--- src/rtl/mem_read_ctrl_if.sv ---
// rtl/mem_read_ctrl_if.sv - descriptor, arbiter read/free and TX byte stream bundle
interface mem_read_ctrl_if #(
    parameter int ADDR_W      = 10,
    parameter int BLOCK_BYTES = 16
);
    localparam int CNT_W      = $clog2(BLOCK_BYTES + 1);
    localparam int BLOCK_BITS = 8 * BLOCK_BYTES + 1 + CNT_W + ADDR_W;

    logic                  desc_valid_i;
    logic [ADDR_W-1:0]     desc_addr_i;
    logic                  desc_ready_o;
    logic                  mem_re_o;
    logic [ADDR_W-1:0]     mem_raddr_o;
    logic                  mem_rvalid_i;
    logic [BLOCK_BITS-1:0] mem_rdata_i;
    logic                  free_req_o;
    logic [ADDR_W-1:0]     free_block_idx_o;
    logic [7:0]            tx_data_o;
    logic                  tx_valid_o;
    logic                  tx_sop_o;
    logic                  tx_eop_o;
    logic                  tx_ready_i;
    logic                  err_o;

    modport master (
        input  desc_valid_i, desc_addr_i, mem_rvalid_i, mem_rdata_i, tx_ready_i,
        output desc_ready_o, mem_re_o, mem_raddr_o, free_req_o, free_block_idx_o,
               tx_data_o, tx_valid_o, tx_sop_o, tx_eop_o, err_o
    );

    modport slave (
        output desc_valid_i, desc_addr_i, mem_rvalid_i, mem_rdata_i, tx_ready_i,
        input  desc_ready_o, mem_re_o, mem_raddr_o, free_req_o, free_block_idx_o,
               tx_data_o, tx_valid_o, tx_sop_o, tx_eop_o, err_o
    );
endinterface

--- src/rtl/mem_read_ctrl.sv ---
// rtl/mem_read_ctrl.sv - per-port egress reader walking a linked block chain to the TX MAC
module mem_read_ctrl #(
    parameter int ADDR_W      = 10,
    parameter int BLOCK_BYTES = 16,
    parameter int MAX_BLOCKS  = 128
) (
    input  logic            clk,
    input  logic            rst_n,
    mem_read_ctrl_if.master bus
);
    localparam int CNT_W      = $clog2(BLOCK_BYTES + 1);
    localparam int BLOCK_BITS = 8 * BLOCK_BYTES + 1 + CNT_W + ADDR_W;
    localparam int BLK_W      = $clog2(MAX_BLOCKS + 1);

    typedef enum logic [1:0] {IDLE, REQ, STREAM} state_t;

    state_t                state, state_nxt;
    logic [ADDR_W-1:0]     cur_addr;
    logic [BLOCK_BITS-1:0] blk_buf;
    logic [CNT_W-1:0]      byte_idx;
    logic [BLK_W-1:0]      blk_cnt;
    logic                  sop_flag;
    logic                  free_req;
    logic [ADDR_W-1:0]     free_idx;

    logic [CNT_W-1:0]      cnt_fld;
    logic                  eop_fld;
    logic [ADDR_W-1:0]     next_fld;
    logic [CNT_W-1:0]      eff_cnt;
    logic [CNT_W-1:0]      last_idx;
    logic                  last_byte;
    logic                  at_max;
    logic                  pkt_end;
    logic                  hs;

    logic desc_ready, mem_re, tx_valid, tx_sop, tx_eop, err;

    assign cnt_fld  = blk_buf[8*BLOCK_BYTES +: CNT_W];
    assign eop_fld  = blk_buf[8*BLOCK_BYTES + CNT_W];
    assign next_fld = blk_buf[BLOCK_BITS-1 -: ADDR_W];

    // Out-of-range counts (0 or above BLOCK_BYTES) mean a full block.
    assign eff_cnt   = (cnt_fld == '0 || cnt_fld > CNT_W'(BLOCK_BYTES)) ? CNT_W'(BLOCK_BYTES) : cnt_fld;
    assign last_idx  = eop_fld ? (eff_cnt - CNT_W'(1)) : CNT_W'(BLOCK_BYTES - 1);
    assign last_byte = (byte_idx == last_idx);
    assign at_max    = (blk_cnt == BLK_W'(MAX_BLOCKS));
    assign pkt_end   = eop_fld || at_max;
    assign hs        = (state == STREAM) && bus.tx_ready_i;

    always_ff @(posedge clk) begin
        if (!rst_n) begin
            state    <= IDLE;
            cur_addr <= '0;
            blk_buf  <= '0;
            byte_idx <= '0;
            blk_cnt  <= '0;
            sop_flag <= 1'b0;
            free_req <= 1'b0;
            free_idx <= '0;
        end else begin
            state    <= state_nxt;
            free_req <= 1'b0;
            case (state)
                IDLE: begin
                    if (bus.desc_valid_i) begin
                        cur_addr <= bus.desc_addr_i;
                        blk_cnt  <= '0;
                        sop_flag <= 1'b1;
                    end
                end
                REQ: begin
                    if (bus.mem_rvalid_i) begin
                        blk_buf  <= bus.mem_rdata_i;
                        blk_cnt  <= blk_cnt + BLK_W'(1);
                        byte_idx <= '0;
                        free_req <= 1'b1;
                        free_idx <= cur_addr;
                    end
                end
                STREAM: begin
                    if (hs) begin
                        sop_flag <= 1'b0;
                        if (last_byte) begin
                            byte_idx <= '0;
                            if (!pkt_end) cur_addr <= next_fld;
                        end else begin
                            byte_idx <= byte_idx + CNT_W'(1);
                        end
                    end
                end
                default: ;
            endcase
        end
    end

    always_comb begin
        state_nxt  = state;
        desc_ready = 1'b0;
        mem_re     = 1'b0;
        tx_valid   = 1'b0;
        tx_sop     = 1'b0;
        tx_eop     = 1'b0;
        err        = 1'b0;
        case (state)
            IDLE: begin
                desc_ready = 1'b1;
                if (bus.desc_valid_i) state_nxt = REQ;
            end
            REQ: begin
                mem_re = 1'b1;
                if (bus.mem_rvalid_i) state_nxt = STREAM;
            end
            STREAM: begin
                tx_valid = 1'b1;
                tx_sop   = sop_flag && (byte_idx == '0);
                tx_eop   = last_byte && pkt_end;
                if (hs && last_byte) begin
                    err       = !eop_fld && at_max;
                    state_nxt = pkt_end ? IDLE : REQ;
                end
            end
            default: state_nxt = IDLE;
        endcase
    end

    assign bus.desc_ready_o     = desc_ready;
    assign bus.mem_re_o         = mem_re;
    assign bus.mem_raddr_o      = (state == REQ) ? cur_addr : '0;
    assign bus.free_req_o       = free_req;
    assign bus.free_block_idx_o = free_req ? free_idx : '0;
    assign bus.tx_data_o        = (state == STREAM) ? blk_buf[{byte_idx, 3'b000} +: 8] : 8'h00;
    assign bus.tx_valid_o       = tx_valid;
    assign bus.tx_sop_o         = tx_sop;
    assign bus.tx_eop_o         = tx_eop;
    assign bus.err_o            = err;
endmodule

--- src/flat_wrapper.sv ---
// flat-port wrapper written by rule: the top's interface ports become plain ports
module mem_read_ctrl_flat 
#(
    parameter int ADDR_W      = 10,
    parameter int BLOCK_BYTES = 16,
    parameter int MAX_BLOCKS  = 128
)
  (clk, rst_n, bus_desc_valid_i, bus_desc_addr_i, bus_mem_rvalid_i, bus_mem_rdata_i, bus_tx_ready_i, bus_desc_ready_o, bus_mem_re_o, bus_mem_raddr_o, bus_free_req_o, bus_free_block_idx_o, bus_tx_data_o, bus_tx_valid_o, bus_tx_sop_o, bus_tx_eop_o, bus_err_o);
  mem_read_ctrl_if #(.ADDR_W(ADDR_W), .BLOCK_BYTES(BLOCK_BYTES)) bus_i ();
  input  logic clk;
  input  logic rst_n;
  input wire logic [$bits(bus_i.desc_valid_i)-1:0] bus_desc_valid_i;
  input wire logic [$bits(bus_i.desc_addr_i)-1:0] bus_desc_addr_i;
  input wire logic [$bits(bus_i.mem_rvalid_i)-1:0] bus_mem_rvalid_i;
  input wire logic [$bits(bus_i.mem_rdata_i)-1:0] bus_mem_rdata_i;
  input wire logic [$bits(bus_i.tx_ready_i)-1:0] bus_tx_ready_i;
  output wire logic [$bits(bus_i.desc_ready_o)-1:0] bus_desc_ready_o;
  output wire logic [$bits(bus_i.mem_re_o)-1:0] bus_mem_re_o;
  output wire logic [$bits(bus_i.mem_raddr_o)-1:0] bus_mem_raddr_o;
  output wire logic [$bits(bus_i.free_req_o)-1:0] bus_free_req_o;
  output wire logic [$bits(bus_i.free_block_idx_o)-1:0] bus_free_block_idx_o;
  output wire logic [$bits(bus_i.tx_data_o)-1:0] bus_tx_data_o;
  output wire logic [$bits(bus_i.tx_valid_o)-1:0] bus_tx_valid_o;
  output wire logic [$bits(bus_i.tx_sop_o)-1:0] bus_tx_sop_o;
  output wire logic [$bits(bus_i.tx_eop_o)-1:0] bus_tx_eop_o;
  output wire logic [$bits(bus_i.err_o)-1:0] bus_err_o;
  assign bus_i.desc_valid_i = bus_desc_valid_i;
  assign bus_i.desc_addr_i = bus_desc_addr_i;
  assign bus_i.mem_rvalid_i = bus_mem_rvalid_i;
  assign bus_i.mem_rdata_i = bus_mem_rdata_i;
  assign bus_i.tx_ready_i = bus_tx_ready_i;
  assign bus_desc_ready_o = bus_i.desc_ready_o;
  assign bus_mem_re_o = bus_i.mem_re_o;
  assign bus_mem_raddr_o = bus_i.mem_raddr_o;
  assign bus_free_req_o = bus_i.free_req_o;
  assign bus_free_block_idx_o = bus_i.free_block_idx_o;
  assign bus_tx_data_o = bus_i.tx_data_o;
  assign bus_tx_valid_o = bus_i.tx_valid_o;
  assign bus_tx_sop_o = bus_i.tx_sop_o;
  assign bus_tx_eop_o = bus_i.tx_eop_o;
  assign bus_err_o = bus_i.err_o;
  mem_read_ctrl #(.ADDR_W(ADDR_W), .BLOCK_BYTES(BLOCK_BYTES), .MAX_BLOCKS(MAX_BLOCKS)) u_core (.clk(clk), .rst_n(rst_n), .bus(bus_i));
endmodule
--- config.mk ---
export PLATFORM = sky130hd
export DESIGN_NAME = mem_read_ctrl_flat
export DESIGN_NICKNAME = d
export VERILOG_FILES = /design/src/rtl/mem_read_ctrl_if.sv /design/src/rtl/mem_read_ctrl.sv /design/src/flat_wrapper.sv
export SDC_FILE = /design/constraint.sdc
export NUM_CORES = 1
export LEC_CHECK = 0
export CORE_ASPECT_RATIO = 0.9
export CORE_MARGIN = 2
export CORE_UTILIZATION = 45
export DETAILED_ROUTE_END_ITERATION = 8
export GPL_TIMING_DRIVEN = 0
export PLACE_DENSITY = 0.73
export SYNTH_ARGS = -nofsm -noshare
export SYNTH_HDL_FRONTEND = slang
export SYNTH_SLANG_ARGS = --single-unit
export TNS_END_PERCENT = 50
--- constraint.sdc ---
create_clock -name clk -period 3.82 [get_ports clk]
set_input_delay 0.764 -clock clk [delete_from_list [all_inputs] [get_ports clk]]
set_output_delay 0.764 -clock clk [all_outputs]
set_load 0.03 [all_outputs]
==> reports/qor.yml, run 1 <==
synthesis:
  syn_inst: 1003
  synthArstFlopShare_pct: 0
  synth_edf_count: 0
  syn_area_um2: 8480
  synth.avg_cell_area_um2: 8.45
  synth_seq_cells: 181
  synth_cell_types: 55
  synth_nets: 1168
  ys_seq_area_share_pct: 42.8
  synthFlopType: "dfxtp_1"
  yosysWarnings: 0
final_layout:
  fin_util_pct: 63.1
  nets: 1397
  fin_area_um2: 11600
  area_growth_syn_to_layout_pct: 37.1
  multiInputGateArea_um2: 4560
  drive_gt1_share_pct: 11.2
  fill_cells: 1572
  layout_common_cells: "nand2_1 (340), clkdlybuf4s50_1 (183), dfxtp_1 (176)"
  antenna_cells: 0
  final_common_cell: "nand2_1"
  seq_area_um2: 3640
global_routing:
  antenna_found_initial: 0
  grt_pass1_wl_mm: 40.0
  grt_max_degree: 19
  grt_pass1_vias: 7613
  grtUsageTotal_pct: 26.0
  overflow: 0
hold_path:
  hold_path_depth: 2
  hold_path_class: "flop to flop"
detailed_routing:
  dr.pass1.iters: 5
  vias: 8054
  wl_met3_mm: 1.89
  wl_met2_mm: 12.3
  drc: 0
  finalWirelength_mm: 26.0
  wl_met1_mm: 10.9
  ant_nets: 0
  wl_per_cell_um: 17.4
  drtIter0Drc: 659
  highest_layer: "met4"
  viasPerCell: 5.41
timing:
  maxSlewViolCount: 0
  clock.fmax_ghz: 0.253
  setup_slack_ns: -0.135
  timing.final.crit_share_pct: 104
  worst_pin_slew_ns: 0.813
  fin_crit_ns: 3.96
  relSlewSlack_pct: 45.8
  fin_skew_ns: 0.00882
  hold_violations: 0
  rsz0062_at_grt: "yes"
  setup-violations-final: 2
  worst_hold_slack_ns: 0.448
  tns_ns: -0.172
critical_path:
  ff2ff_path_depth: 15
  required_ns: 3.06
  crit_end: "bus_err_o"
  worstPathArrival_ns: 3.19
  critPathKind: "flop to primary output"
  cp-end-kind: "primary output"
  r2r_slack_ns: 0.47
  path_max_fanout: 5
  timing.rr.start: "u_core.blk_buf[128]$_SDFFE_PN0P_"
  critPathLaunch: "u_core.blk_buf[128]$_SDFFE_PN0P_"
  critPathLaunchType: "flop"
  r2r-end: "u_core.cur_addr[8]$_SDFFE_PN0P_"
place:
  post_dp_cell_area_um2: 10700
  post-place-ws_ns: -0.766
  dp.final_hpwl_mm: 18.9
  globalplace.congestion: 0.932
  port_buffers: 193
floorplan:
  start_util_pct: 46.0
  die_area_um2: 20000
  core_um2: 18400
  num_io_pins: 194
  die_w_um: 149
  rows: 47
  die_y_um: 134
job:
  drv_cap: 0
status:
  failed_checks: "negative setup slack"
  outcome: "finished with violations"
pwr:
  vdd_drop_max_mv: 0.287
  p_per_area_nw_per_um2: 384
  p_leak_nw: 4.05
clock_tree:
  h-tree-depth: 4
  path_clk_slew_ns: 0.07
  clockBufferDepth: 2
  cts_hold_buffers: 0
  numCtsBuffers: 17
  cts_tree: "yes"
  clock_sinks: 181
  insertion_delay_ns: 0.44
  clock-root-buffer: "clkbuf_16"
==> synth_stat cells (9+ instances only) <==
master	number	area share, %
a2111oi_0	10	1.0
mux4_2	40	11
a21boi_0	62	5.5
and3_1	13	0.96
and2_1	20	1.5
a221o_1	9	1.1
nor2_1	17	0.75
inv_1	19	0.84
o22ai_1	10	0.74
a21oi_1	99	5.8
clkbuf_1	65	2.9
nand2_1	341	15
dfxtp_1	181	43
a31o_2	11	1.1
==> flip-flops by register name, indices dropped and copies added (netlist names) <==
register	cells
u_core.free_idx	10
u_core.blk_cnt	8
u_core.byte_idx	5
u_core.blk_buf	144
u_core.state	2
u_core.sop_flag	1
u_core.bus.free_req_o	1
u_core.cur_addr	10
==> metal layers <==
| metal | up-vias | global-route usage [%] |
|---|---|---|
| met1 | 3736 | 34.6 |
| met4 | 0 | 9.05 |
| met2 | 347 | 42.5 |
| li1 | 3912 | - |
| met5 | - | 0 |
| met3 | 59 | 5.37 |
==> area by class of cell <==
cell class                 count  share of cell area, %
tap                          245                   2.64
multi-input combinational    720                   39.2
sequential                   181                   31.3
clock inverter                14                   1.53
clock buffer                  18                   3.78
timing repair buffer         214                   18.0
inverter                      21                  0.678
buffer                        77                   2.81
==> repair_timing <==
| item | 4_1_cts | 5_1_grt |
|---|---|---|
| gates resized for setup | 59 | 12 |
| setup endpoints to repair | 10 | 10 |
| pin swaps | 9 | 10 |
| setup buffers | 16 | 6 |
==> cells by family after synthesis <==
logic type,count (synthesis),synth area share (%)
AO/OA/AOI/OAI,229,17.9
XOR/XNOR,9,0.930
adder cells (fa/ha/maj),6,0.886
buffers and inverters,102,4.81
flip-flops,181,42.8
multiplexers,48,11.6
AND/OR/NAND/NOR,428,21.1
==> worst min path at each step <==
stage          slack [ns]                              end                       startpoint
2_1_floorplan        0.43  u_core.free_idx[0]$_SDFFE_PN0P_  u_core.free_idx[0]$_SDFFE_PN0P_
3_3_place_gp         0.44  u_core.free_idx[0]$_SDFFE_PN0P_  u_core.free_idx[0]$_SDFFE_PN0P_
3_5_place_dp         0.44  u_core.free_idx[1]$_SDFFE_PN0P_  u_core.free_idx[1]$_SDFFE_PN0P_
4_1_cts              0.45  u_core.free_idx[1]$_SDFFE_PN0P_  u_core.free_idx[1]$_SDFFE_PN0P_
5_1_grt              0.47  u_core.free_idx[8]$_SDFFE_PN0P_  u_core.free_idx[8]$_SDFFE_PN0P_
6_report             0.45  u_core.free_idx[2]$_SDFFE_PN0P_  u_core.free_idx[2]$_SDFFE_PN0P_
==> per-stage QoR <==
step                      power, mW  instances
after global placement         2.61       1441
after CTS                      4.47       1486
after detailed placement       2.62       1441
after global routing           4.62       1490
final                          4.47       1490
after floorplan                2.33       1003
==> critical path, stage by stage (launching register included) <==
cell	delay, ns
dfxtp_4	0.36
nor2_4	0.14
nand2_2	0.09
ha_4	0.26
nand2b_4	0.15
ha_4	0.16
buf_6	0.12
xnor2_4	0.14
and3_1	0.18
a2111o_1	0.45
or2_4	0.28
nor4_4	0.22
buf_4	0.20
==> report_power, final <==
part / internal (mW) / leakage [nW] / switching, mW
Combinational: 0.310 / 2.27 / 0.295
Clock: 1.02 / 0.306 / 0.827
Sequential: 1.96 / 1.47 / 0.0528
Note: power is estimated with default switching activity, not from simulation.
==> inputs of run 2 (changes only) <==
--- a/config.mk
+++ b/config.mk
@@ -5,6 +5,7 @@
 export SDC_FILE = /design/constraint.sdc
 export NUM_CORES = 1
 export LEC_CHECK = 0
+export ABC_AREA = 1
 export CORE_ASPECT_RATIO = 0.9
 export CORE_MARGIN = 2
 export CORE_UTILIZATION = 45
==> constraint.sdc (replaced) <==
create_clock -name clk -period 5 [get_ports clk]
set_input_delay 1 -clock clk [delete_from_list [all_inputs] [get_ports clk]]
set_output_delay 1 -clock clk [all_outputs]
set_load 0.03 [all_outputs]
==> reports/qor.yml, run 2 <==
status:
  outcome: "complete, no violations"
hold_path:
  hold_path_class: "flop to flop"
final_layout:
  top_register: "u_core.blk_buf"
  final_common_cell: "nand2_1"
  multiInputGateArea_um2: 3800
  fin_area_um2: 11000
  area_growth_syn_to_layout_pct: 34.0
  nets: 1562
  largest_reg_flops: 144
  seq_area_um2: 3620
  largestRegisters: "u_core.blk_buf (144), u_core.cur_addr (10), u_core.free_idx (10)"
  fill_cells: 1655
  layout_common_cells: "nand2_1 (240), a21oi_1 (237), clkdlybuf4s50_1 (193)"
  antenna_cells: 0
  layout.cells.non_filler: 1649
  drive_gt1_share_pct: 5.25
synthesis:
  synth_seq_cells: 181
  yosysWarnings: 0
  netlist_top_cells_count: "nand2_1 (240), a21oi_1 (237), dfxtp_1 (181), o21ai_0 (175), inv_1 (116)"
  yosys.area.top_type: "dfxtp_1"
  synth.most_common_cell: "nand2_1"
  synth_cell_types: 37
  synth_edf_count: 0
  syn_area_um2: 8240
  synth.avg_cell_area_um2: 6.95
  synth.area.top_cells: "dfxtp_1 (44%), a21oi_1 (14%), nand2_1 (11%)"
  synth_nets: 1350
  synthFlopType: "dfxtp_1"
  synth_top_area_share_pct: 44.0
  synthArstFlopShare_pct: 0
  syn_inst: 1185
  ys_seq_area_share_pct: 44.0
timing:
  fin_skew_ns: 0.00700
  clock.fmax_ghz: 0.236
  hold_violations: 0
  setup-violations-final: 0
  fin_crit_ns: 4.23
  worst_pin_slew_ns: 0.876
  rsz0062_at_grt: "no"
  timing.final.crit_share_pct: 84.7
  relSlewSlack_pct: 41.6
  maxSlewViolCount: 0
  tns_ns: 0
  setup_slack_ns: 0.765
detailed_routing:
  wl_per_cell_um: 16.0
  finalWirelength_mm: 26.3
  ant_nets: 0
  viasPerCell: 5.24
  drc: 0
  drtIter0Drc: 674
  vias: 8637
  dr.pass1.iters: 6
critical_path:
  critPathKind: "flop to primary output"
  worstPathArrival_ns: 3.23
  path_max_fanout: 4
  critPathTopFamily: "buffers and inverters"
  path_buf_inv: 4
  critical-path-max-stage-delay_ns: 0.76
  crit_path_cell_trace: "inv_1, nand4_1, ha_1, inv_1, nand2_1, ha_1, inv_1, nand3_1, nand3_1, nor2_1, nor2_1, nand3_2, nor4_1, clkdlybuf4s50_1"
  required_ns: 4.00
  critPathLaunchType: "flop"
  cp-end-kind: "primary output"
  slowest_stage: "clkdlybuf4s50_1"
  cp_common_cell: "inv_1"
clock_tree:
  clockBufferDepth: 2
  insertion_delay_ns: 0.43
  clock-root-buffer: "clkbuf_16"
  path_clk_slew_ns: 0.06
  cts_setup_buffers: 0
  h-tree-depth: 4
  clock_sinks: 181
  cts_resized: 0
  cts_hold_buffers: 0
  cts_tree: "yes"
  numCtsBuffers: 17
floorplan:
  rows: 46
  core_um2: 17800
  die_y_um: 132
  die_w_um: 147
  die_area_um2: 19400
  num_io_pins: 194
  start_util_pct: 46.3
global_routing:
  overflow: 0
  grt_max_degree: 17
  antenna_found_initial: 0
  grtUsageTotal_pct: 26.9
  grt_pass1_vias: 8077
  grt_pass1_wl_mm: 41.1
place:
  post-place-ws_ns: 1.27
  post_dp_cell_area_um2: 10500
  dp.final_hpwl_mm: 20.1
  port_buffers: 193
  globalplace.congestion: 0.915
  placed_cells: 1618
job:
  drv_cap: 0
pwr:
  vdd_drop_max_mv: 0.259
  total_power_mw: 3.51
  p_per_area_nw_per_um2: 318
  p_leak_nw: 4.07
[run 2: changes by cell type after synthesis, moves of 11 or more]
cell / previous run / this run
a21boi_0: 62 / 0
a21oi_1: 99 / 237
a31o_2: 11 / 0
and2_1: 20 / 0
and3_1: 13 / 2
buf_2: 4 / 18
inv_1: 19 / 116
mux4_2: 40 / 0
nand2_1: 341 / 240
nand3_1: 7 / 38
nor2_1: 17 / 48
o21ai_0: 2 / 175
[run 2: power by group]
part	leakage [nW]	internal [mW]	switching (mW)
sequential	1.47	1.53	0.0347
clock	0.277	0.729	0.579
combinational	2.32	0.260	0.376
total	4.07	2.52	0.990
[run 2: stage by stage]
step	hold WS [ns]	utilization, %
2_1_floorplan	0.430	-
3_3_place_gp	0.438	58.9
3_5_place_dp	0.447	58.9
4_1_cts	0.457	62.1
5_1_grt	0.476	62.1
6_report	0.455	62.1
[run 2: logic make-up (layout without fill, tap and decap cells)]
kind of cell,count (synthesis),in the layout,synth area share [%]
buf+inv,208,432,9.93
flops,181,181,44.0
fa+ha+maj,6,6,0.911
compound gates,424,424,26.1
xor+xnor,5,5,0.531
mux,1,1,0.121
simple gates,360,360,18.4
[run 2: final timing paths]
check,start,end,slack (ns),cells after the start
min,u_core.blk_buf[78]$_SDFFE_PN0P_,u_core.blk_buf[78]$_SDFFE_PN0P_,0.46,2
max reg2reg,u_core.blk_buf[131]$_SDFFE_PN0P_,u_core.cur_addr[6]$_SDFFE_PN0P_,2.48,17
max,u_core.blk_buf[131]$_SDFFE_PN0P_,bus_tx_eop_o,0.77,14
min reg2reg,u_core.blk_buf[78]$_SDFFE_PN0P_,u_core.blk_buf[78]$_SDFFE_PN0P_,0.46,2
[run 2: layer usage]
metal	vias to the layer above	wire (um)	global-route usage, %
met5	-	0	0
met1	3933	12000	37.1
met4	0	669	9.76
met2	346	11800	42.5
met3	45	1790	4.78
li1	4313	-	-
[run 2: tightest hold or removal path: cells and delay by family, from the launching register on]
kind                   cells  cell delay (ns)
AO/OA/AOI/OAI              1             0.05
buffers and inverters      1             0.06
flip-flops                 1             0.30
[run 2: cell type report]
type	count	area share [%]
inverter	122	4.15
multi-input combinational	796	34.4
clock inverter	9	0.861
timing repair buffer	193	17.5
tap	240	2.72
clock buffer	22	4.29
buffer	86	3.26
sequential	181	32.8
==> inputs of run 3 (changes only) <==
--- a/config.mk
+++ b/config.mk
@@ -11,7 +11,7 @@
 export CORE_UTILIZATION = 45
 export DETAILED_ROUTE_END_ITERATION = 8
 export GPL_TIMING_DRIVEN = 0
-export PLACE_DENSITY = 0.73
+export PLACE_DENSITY = 0.76
 export SYNTH_ARGS = -nofsm -noshare
 export SYNTH_HDL_FRONTEND = slang
 export SYNTH_SLANG_ARGS = --single-unit
==> constraint.sdc (replaced) <==
create_clock -name clk -period 3.7 [get_ports clk]
set_input_delay 0.74 -clock clk [delete_from_list [all_inputs] [get_ports clk]]
set_output_delay 0.74 -clock clk [all_outputs]
set_load 0.03 [all_outputs]
==> reports/qor.yml, run 3 (same netlist as run 2, synthesis figures left out) <==
status:
  outcome: "complete, no violations"
global_routing:
  antenna_found_initial: 0
  grt_pass1_vias: 7869
  overflow: 0
  grtUsageTotal_pct: 26.5
  grt_max_degree: 17
  grt_pass1_wl_mm: 40.4
timing:
  maxSlewViolCount: 0
  setup-violations-final: 0
  fin_crit_ns: 3.60
  worst_hold_slack_ns: 0.456
  timing.final.crit_share_pct: 97.3
  clock.fmax_ghz: 0.278
  rsz0062_at_grt: "no"
  setup_slack_ns: 0.0982
  relSlewSlack_pct: 39.0
  fin_skew_ns: 0.00790
  worst_pin_slew_ns: 0.915
  hold_violations: 0
clock_tree:
  cts_tree: "yes"
  h-tree-depth: 4
  clock-root-buffer: "clkbuf_16"
  path_clk_slew_ns: 0.07
  clock_sinks: 181
  insertion_delay_ns: 0.44
  numCtsBuffers: 17
  clockBufferDepth: 2
  cts_hold_buffers: 0
critical_path:
  timing.rr.start: "u_core.blk_buf[131]$_SDFFE_PN0P_"
  critPathKind: "flop to primary output"
  cp-end-kind: "primary output"
  ff2ff_path_depth: 17
  required_ns: 2.96
  crit_path_cell_trace: "inv_1, nand4_1, ha_1, inv_1, nand2_1, ha_1, inv_1, nand3_1, nand3_1, nor2_1, nor2_1, nand3_2, nor2_1, nand2_1, nor2_1, clkbuf_2"
  critPathLaunch: "u_core.blk_buf[131]$_SDFFE_PN0P_"
  r2r_slack_ns: 1.08
  slowest_stage: "dfxtp_1"
  path_max_fanout: 4
  cp_common_cell: "nor2_1"
  critPathLaunchType: "flop"
  critical-path-max-stage-delay_ns: 0.35
  worstPathArrival_ns: 2.86
  r2r-end: "u_core.cur_addr[2]$_SDFFE_PN0P_"
floorplan:
  die_area_um2: 19400
  start_util_pct: 46.3
  die_y_um: 132
  num_io_pins: 194
  die_w_um: 147
  core_um2: 17800
  rows: 46
hold_path:
  hold_path_depth: 2
  hold_end: "u_core.blk_buf[52]$_SDFFE_PN0P_"
  hold_path_class: "flop to flop"
  worstHoldStart: "u_core.blk_buf[52]$_SDFFE_PN0P_"
detailed_routing:
  vias: 8681
  drc: 0
  ant_nets: 0
  viasPerCell: 5.26
  dr.pass1.iters: 5
  drtIter0Drc: 714
  finalWirelength_mm: 26.2
  wl_per_cell_um: 15.9
pwr:
  p_leak_nw: 4.24
  p_per_area_nw_per_um2: 447
  total_power_mw: 4.98
  vdd_drop_max_mv: 0.356
final_layout:
  area_growth_syn_to_layout_pct: 35.0
  final_common_cell: "nand2_1"
  largestRegisters: "u_core.blk_buf (144), u_core.cur_addr (10), u_core.free_idx (10)"
  fill_cells: 1572
  top_register: "u_core.blk_buf"
  largest_reg_flops: 144
  drive_gt1_share_pct: 5.74
  layout_common_cells: "nand2_1 (240), a21oi_1 (237), clkdlybuf4s50_1 (183)"
  nets: 1562
  antenna_cells: 0
  multiInputGateArea_um2: 3800
  seq_area_um2: 3620
place:
  post-place-ws_ns: 0.182
  dp.final_hpwl_mm: 19.5
  port_buffers: 193
  globalplace.congestion: 0.983
job:
  drv_cap: 0
==> run 3: worst max-delay path: cells and delay by family, from the launching register on <==
| family | cells | cell delay, ns |
|---|---|---|
| and+or+nand+nor | 10 | 1.00 |
| buffers and inverters | 4 | 0.54 |
| adders and majority gates | 2 | 0.51 |
| DFF | 1 | 0.35 |
==> run 3: worst max-delay path by stage <==
stage                               to  depth (start not counted)
final                        bus_err_o                         16
after global routing         bus_err_o                         16
after CTS                    bus_err_o                         16
after detailed placement     bus_err_o                         16
after global placement    bus_tx_eop_o                         12
after floorplan           bus_tx_eop_o                         11
==> run 3: cell type report <==
| cell class | instances | area share, % |
|---|---|---|
| Multi-Input combinational cell | 796 | 34.1 |
| Buffer | 86 | 3.27 |
| Sequential cell | 181 | 32.6 |
| Clock buffer | 20 | 4.10 |
| Clock inverter | 12 | 1.72 |
| Timing Repair Buffer | 193 | 17.4 |
| Inverter | 122 | 4.12 |
| Tap cell | 240 | 2.70 |
==> run 3: routing by layer <==
| layer | track usage [%] | vias up | share of wire [%] |
|---|---|---|---|
| met2 | 42.0 | 386 | 44 |
| met5 | 0 | - | 0 |
| met4 | 9.71 | 0 | 2.7 |
| li1 | - | 4312 | - |
| met3 | 4.84 | 57 | 8.1 |
| met1 | 36.2 | 3926 | 45 |
==> run 3: where the power goes <==
part / internal, mW / switching, mW
Sequential: 2.07 / 0.0463
Clock: 1.18 / 0.818
Combinational: 0.352 / 0.511
Total: 3.60 / 1.38
==> run 3: what timing repair did <==
action                     4_1_cts  5_1_grt
resized for setup               10       10
setup endpoints to repair        9        8
setup buffers                    0        0
==> run 3: per-stage QoR <==
stage / cells / cell area [um2] / TNS (ns) / util, %
2_1_floorplan: 1185 / 8240 / 0 / -
3_3_place_gp: 1618 / 10500 / 0 / 58.9
3_5_place_dp: 1618 / 10500 / 0 / 58.9
4_1_cts: 1650 / 11100 / -0.0240 / 62.5
5_1_grt: 1650 / 11100 / 0 / 62.6
6_report: 1650 / 11100 / 0 / 62.6
